--- src/rtl/fir_tap_buffer_pingpong.sv ---
// Ping-pong serial-to-parallel coefficient buffer: one bank fills from the serial
// stream while the other is presented in parallel until the consumer releases it.
module fir_tap_buffer_pingpong #(
  parameter int DATA_WIDTH  = 32,
  parameter int NB_TAPS_MAX = 8
) (
  input  logic                                  clk_i,
  input  logic                                  rst_ni,
  input  logic                                  clear_i,
  input  logic [$clog2(NB_TAPS_MAX+1)-1:0]      nb_taps_i,
  input  logic [DATA_WIDTH-1:0]                 h_serial_data_i,
  input  logic                                  h_serial_valid_i,
  output logic                                  h_serial_ready_o,
  output logic [NB_TAPS_MAX*DATA_WIDTH-1:0]     h_par_data_o,
  output logic                                  h_par_valid_o,
  input  logic                                  h_par_ready_i,
  output logic [$clog2(NB_TAPS_MAX+1)-1:0]      fill_count_o,
  output logic [1:0]                            nb_full_o,
  output logic                                  done_o
);

  localparam int CW = $clog2(NB_TAPS_MAX+1);
  localparam int BW = NB_TAPS_MAX*DATA_WIDTH;

  typedef enum logic [1:0] {EMPTY, FILLING, FULL} bank_state_e;

  bank_state_e     r_state [2];
  logic [CW-1:0]   r_ntaps [2];
  logic [BW-1:0]   r_bank  [2];
  logic            r_wr_bank;
  logic            r_rd_bank;
  logic [CW-1:0]   r_fill_count;
  logic            r_done;

  logic            w_wr_hs;
  logic            w_rd_hs;
  logic            w_last;
  logic [CW-1:0]   w_ntaps_eff;

  // A count of zero or anything above the bank size selects a full bank.
  function automatic logic [CW-1:0] clamp_taps(input logic [CW-1:0] n);
    if (n == '0 || n > CW'(NB_TAPS_MAX)) return CW'(NB_TAPS_MAX);
    return n;
  endfunction

  assign h_serial_ready_o = (r_state[r_wr_bank] != FULL);
  assign h_par_valid_o    = (r_state[r_rd_bank] == FULL);
  assign h_par_data_o     = r_bank[r_rd_bank];
  assign fill_count_o     = r_fill_count;
  assign done_o           = r_done;
  assign nb_full_o        = {1'b0, r_state[0] == FULL} + {1'b0, r_state[1] == FULL};

  assign w_wr_hs     = h_serial_valid_i && h_serial_ready_o;
  assign w_rd_hs     = h_par_valid_o && h_par_ready_i;
  // The first tap of a set uses the live count; later taps use the latched one.
  assign w_ntaps_eff = (r_state[r_wr_bank] == EMPTY) ? clamp_taps(nb_taps_i)
                                                     : r_ntaps[r_wr_bank];
  assign w_last      = (r_fill_count == w_ntaps_eff - CW'(1));

  always_ff @(posedge clk_i or negedge rst_ni) begin
    if (!rst_ni) begin
      r_state[0]   <= EMPTY;
      r_state[1]   <= EMPTY;
      r_ntaps[0]   <= '0;
      r_ntaps[1]   <= '0;
      r_bank[0]    <= '0;
      r_bank[1]    <= '0;
      r_wr_bank    <= 1'b0;
      r_rd_bank    <= 1'b0;
      r_fill_count <= '0;
      r_done       <= 1'b0;
    end else if (clear_i) begin
      r_state[0]   <= EMPTY;
      r_state[1]   <= EMPTY;
      r_ntaps[0]   <= '0;
      r_ntaps[1]   <= '0;
      r_bank[0]    <= '0;
      r_bank[1]    <= '0;
      r_wr_bank    <= 1'b0;
      r_rd_bank    <= 1'b0;
      r_fill_count <= '0;
      r_done       <= 1'b0;
    end else begin
      r_done <= w_wr_hs && w_last;
      // Read and write never target the same bank in one cycle: the read bank
      // must be FULL and the write bank must not be.
      if (w_rd_hs) begin
        r_bank[r_rd_bank]  <= '0;
        r_state[r_rd_bank] <= EMPTY;
        r_rd_bank          <= ~r_rd_bank;
      end
      if (w_wr_hs) begin
        for (int k = 0; k < NB_TAPS_MAX; k++) begin
          if (CW'(k) == r_fill_count)
            r_bank[r_wr_bank][k*DATA_WIDTH +: DATA_WIDTH] <= h_serial_data_i;
        end
        if (r_state[r_wr_bank] == EMPTY) r_ntaps[r_wr_bank] <= w_ntaps_eff;
        if (w_last) begin
          r_state[r_wr_bank] <= FULL;
          r_wr_bank          <= ~r_wr_bank;
          r_fill_count       <= '0;
        end else begin
          r_state[r_wr_bank] <= FILLING;
          r_fill_count       <= r_fill_count + CW'(1);
        end
      end
    end
  end

endmodule

--- config.mk ---
export PLATFORM = sky130hd
export DESIGN_NAME = fir_tap_buffer_pingpong
export DESIGN_NICKNAME = d
export VERILOG_FILES = /design/src/rtl/fir_tap_buffer_pingpong.sv
export SDC_FILE = /design/constraint.sdc
export NUM_CORES = 1
export LEC_CHECK = 0
export ABC_AREA = 1
export ABC_CLOCK_PERIOD_IN_PS = 2100
export BUFFER_PORTS_ARGS = -buffer_cell sky130_fd_sc_hd__buf_2
export CAP_MARGIN = 5
export CORE_ASPECT_RATIO = 0.7
export CORE_MARGIN = 5
export CORE_UTILIZATION = 33
export CTS_CLUSTER_DIAMETER = 60
export DETAILED_ROUTE_END_ITERATION = 12
export PLACE_DENSITY = 0.47
export REMOVE_ABC_BUFFERS = 1
export SLEW_MARGIN = 20
export SYNTH_ARGS = -nofsm -noshare
export SYNTH_HDL_FRONTEND = slang
export SYNTH_SLANG_ARGS = --single-unit
--- constraint.sdc ---
create_clock -name clk_i -period 2.1 [get_ports clk_i]
set_input_delay 0.42 -clock clk_i [delete_from_list [all_inputs] [get_ports clk_i]]
set_output_delay 0.42 -clock clk_i [all_outputs]
set_load 0.01 [all_outputs]
## After elaboration in Yosys (flattened, before gate mapping)

Index checks and enable logic that the tools add are counted.

- RAM bits: 0
- Bits in latches: 0
- Output and inout bits: 265
- Memories: 0
- Input port bits: 41
- Word-level logic and storage cells: 151
- Bits in registers: 531
- Memory bits (read-only): 0

- Reduce and logical (&&, ||, !) cells: 15
- Divide/modulo/power cells: 0
- Muxes and demuxes: 92
- Order comparisons: 5
- Shift-type cells: 0
- Eq/ne operators: 12
- Bitwise logic cells: 14
- Multiply operators: 0
- Add/sub/neg operators: 3

Operators with widths:

| cell | count |
|---|---|
| 512-bit 2-to-1 mux | 26 |
| 512-bit bitwise mux | 8 |
| 256-bit demux with 1-bit select | 9 |
| 256-bit 2-to-1 mux | 5 |
| 512-bit bitwise AND | 1 |
| 512-bit NOT | 1 |
| 224-bit 2-to-1 mux | 1 |
| 192-bit 2-to-1 mux | 1 |
| 160-bit 2-to-1 mux | 1 |
| 128-bit 2-to-1 mux | 1 |
| 96-bit 2-to-1 mux | 1 |
| 64-bit 2-to-1 mux | 1 |
| 4-bit 2-to-1 mux | 15 |
| 32-bit 2-to-1 mux | 1 |
| 8-bit 2-to-1 mux | 3 |
| 3-bit by 4-bit equality test with 1-bit output (first input constant) | 4 |
| 2-bit 2-to-1 mux | 8 |
| 8-bit bitwise mux | 1 |
| 2-bit by 4-bit equality test with 1-bit output (first input constant) | 2 |
| 4-bit logical NOT | 2 |
| 2-bit nonzero test | 4 |
| 1-bit 2-to-1 mux | 7 |
| 2-bit equality test (second input constant) | 3 |
| 1-bit logical AND | 5 |
| 21 further kinds | 30 |

## Depth between registers and ports, before layout

- Depth in word-level cells: 41
- Mapped depth: 16
- Mapped depth without buffers: 16

## Worst setup path after synthesis

Ideal clock, no wire load.

- Kind: register to output
- Start point: register r_rd_bank
- End point: output port h_par_data_o[225]
- Path buffers: 3
- Slack: 0.397 ns
- Arrival time: 1.283 ns
- Data required time: 1.680 ns
- Stages on the path, launching flop included: 7
- Path through: dfrtp_1 -> buf_2 -> inv_2 -> clkbuf_1 -> buf_1 -> nand2_1 -> nand2_1

- Word-level cells in the longest chain between the ends: 4

Ends and longest elaborated chain:

| item | line | text |
|---|---|---|
| from (decl) | 31 | `logic r_rd_bank;` |
| from (signal assigned) | 90 | `r_rd_bank <= ~r_rd_bank;` |
| 1-bit NOT with 2-bit output (not written as such) | 48 | `assign h_par_data_o = r_bank[r_rd_bank];` |
| 256-bit 2-to-1 mux (not written as such) (3 in series) | 48 |  |
| to (decl) | 14 | `output logic [NB_TAPS_MAX*DATA_WIDTH-1:0] h_par_data_o,` |

Every way passes these cells. The select of a mux whose other input is x is not followed.

## Final worst setup path

- Start point: register r_rd_bank
- End point: output port h_par_data_o[121]

The elaborated chain is that of the path after synthesis.

==> qor.txt <==
status - complete, but fails checks
failing checks - negative setup slack
TritonRoute pass-1 iters - 5
Clock Latency Late Sink - 630 ps
CP top delay family - buffers and inverters
final net count - 3606
initial antenna violation count - 3
Slew @ Worst Pin - 436 ps
# IOs - 306
Area Growth Syn to Fin - 27.9%
most numerous cell in the Yosys netlist - nand2_1
first-pass GRT wire length - 143000 um
Critical Path Slowest Stage Cell - dfrtp_4
fraction of layout cells with a size suffix above 1 - 0.196
min-delay worst type - primary input to flip-flop
GR Util met1 - 0.330
Die ar. - 83000 um^2
vias in the first global route - 22100
synth warn - 0
EDFF count, synth - 0
CP Buf/Inv Count - 4
final setup vio count - 507
kind of end point of the critical path - output pin
Seq/Total Area, Yosys - 0.521
Initial Util - 0.332
H-tree levels - 2
DRC - 0
slowest cell delay on critical path - 570 ps
grt peak-use layer - met2
RSZ-0062 raised after global routing - yes
largest net degree at the start of global routing - 86
worst setup slack after layout - -363 ps
critical path, cell by cell - buf_4 -> buf_12 -> clkbuf_16 -> nand2_1 -> nand2_1 -> buf_2
Placed Area - 29100 um^2
Post-Syn Instances - 3331
async set-reset flop share out of synthesis - 1.00
clock buffer depth - 3
Yosys reg bits - 531
Core Footprint - 76800 um^2
via count - 23200
Hold Violations, Final - 0
Crit path required time - 1680 ps
cell taking the most area after synthesis - dfrtp_1
final wirelength - 94100 um
CP Class - flip-flop to output pin
fin area - 32600 um^2
clock slew at reported path FFs - 60 ps
CTS root buf - clkbuf_16
Tot GR Track Use - 0.219
syn_area_per_cell - 7.66 um^2
list of most frequent post-synthesis cells - nand2_1, dfrtp_1, a21oi_1, o21ai_1, clkbuf_1
most common flop cell mapped by yosys - dfrtp_1
CTS tree - yes
dpl ws - 85.3 ps
CP Launch Type - flip-flop
Slew Viols, Final - 0
LEAKAGE - 15.7 nW
Mapped Area - 25500 um^2
filler instances - 7912
Max Clk Rate - 406 MHz
DIE HEIGHT - 243 um
Die Wd - 342 um
Most common cell on crit path - nand2_1
Max-cap violations - 0
Routed Antenna Nets - 0
multi-input logic area - 11200 um^2
wire per inst - 20.2 um
grt met3 use - 0.0342
post-synth top area share - 0.521
Synth area leaders - dfrtp_1, nand2_1, a21oi_1, o21ai_1, o21ai_0
I/O Buffers - 305
CTS Buf Count - 58
Worst Path Arrival - 2040 ps
skew final - 12.1 ps
Vias/cell - 4.99
Tmin final - 2460 ps
Critical Path Fanout Max - 19
Yosys cell types - 25
initial drt markers - 2003
PwrDens - 818 nW/um^2
GPL Wtd Cong - 0.821
GRT Residual Overflow - 0
worst vdd ir - 0.000516 V
CTS Sinks - 531
GR Util met2 - 0.339
Period Utilization, post-route - 1.17
num rows - 85
FF+latch area - 13300 um^2
hpwl dp - 57200 um
Rel. slew slack - 0.708
-- flip-flops by register name, summed over array words and instances, names as in the netlist --
register,count
r_rd_bank,1
r_wr_bank,1
fill_count_o,4
done_o,1
r_state,4
r_ntaps,8
r_bank,512
-- what timing repair did --
action                                  in CTS  in global routing
endpoints found under the setup margin     259                524
cloned                                       8                 10
hold buffers                                 1                  0
hold endpoints to repair                    58                  0
pin swaps                                    0                  4
buffers inserted                             8                  7
resized for setup                           79                143
-- cell usage in the layout (no fill, tap or decap), types with 5 or more instances in the layout --
cell and instances:
nand2_1 1228, dfrtp_1 530, a21oi_1 518, o21ai_1 357, buf_2 242, o21ai_0 174, nand2_2 94, buf_12 78
clkbuf_16 70, buf_6 67, buf_4 56, nand2_4 35, inv_1 27, nor2_1 26, clkbuf_8 15, clkbuf_1 15
buf_16 13, nand3_1 11, clkinv_2 10, ha_1 5, bufinv_16 5
-- final timing paths --
kind	startpoint	end	slack, ps	cells past startpoint
min reg2reg	r_ntaps[0]	r_ntaps[0]	520	2
max	r_rd_bank	h_par_data_o[121]	-360	6
min	h_par_ready_i	r_rd_bank	130	3
max reg2reg	r_rd_bank	r_bank[402]	-220	13
max in group asynchronous	rst_ni	r_bank[504]	990	4
min in group asynchronous	rst_ni	r_bank[509]	260	2
-- logic make-up (layout without fill, tap and decap cells) --
group,after synthesis,after routing,synth area share
and+or+nand+nor,1403,1403,0.214
DFF,531,531,0.521
other,0,3,0
buffers and inverters,336,615,0.0547
xor gates and xnor gates,2,2,0.000687
AOI/OAI and AO/OA,1054,1054,0.207
adders and majority gates,5,5,0.00245
-- cell type report --
cell class / count / share of cell area
Tap cell: 1044 / 0.0401
Multi-Input combinational cell: 2464 / 0.344
Timing Repair Buffer: 469 / 0.141
Antenna cell: 3 / 0.000230
Timing Repair inverter: 2 / 0.000998
Inverter: 34 / 0.00476
Clock inverter: 19 / 0.00718
Clock buffer: 91 / 0.0549
Sequential cell: 531 / 0.408
-- worst reg2reg max path, cell delays in order (launching register included) --
cell and delay, ps:
dfrtp_4 550, buf_4 170, buf_12 140, buf_8 150, clkinv_8 90, nand2_1 80, nand2_1 60, nand2_1 80
nor2_1 50, buf_4 150, inv_8 210, buf_12 270, nand2_1 100, a21oi_1 160
-- where the power goes --
part / switching [mW] / leakage (nW) / internal [mW]
logic: 3.01 / 7.34 / 1.69
clock network: 4.48 / 0.994 / 6.45
registers: 0.302 / 7.37 / 10.7
-- per-stage QoR --
stage	TNS (ps)	total power [mW]	hold WS (ps)	utilization	instances
5_1_grt	-151510	27.9	116	0.425	4655
4_1_cts	-92800	26.8	79.6	0.414	4639
2_1_floorplan	-6482040	13.4	124	-	3029
3_5_place_dp	0	15.6	321	0.380	4512
3_3_place_gp	0	15.6	330	0.380	4512
6_report	-106210	26.7	133	0.425	4657
-- per-layer routing --
layer	routed length [um]	vias up
li1	-	11500
met1	46100	11100
met2	42300	528
met3	4500	82
met4	1250	0
met5	0	-
(Power assumes the default switching activity.)
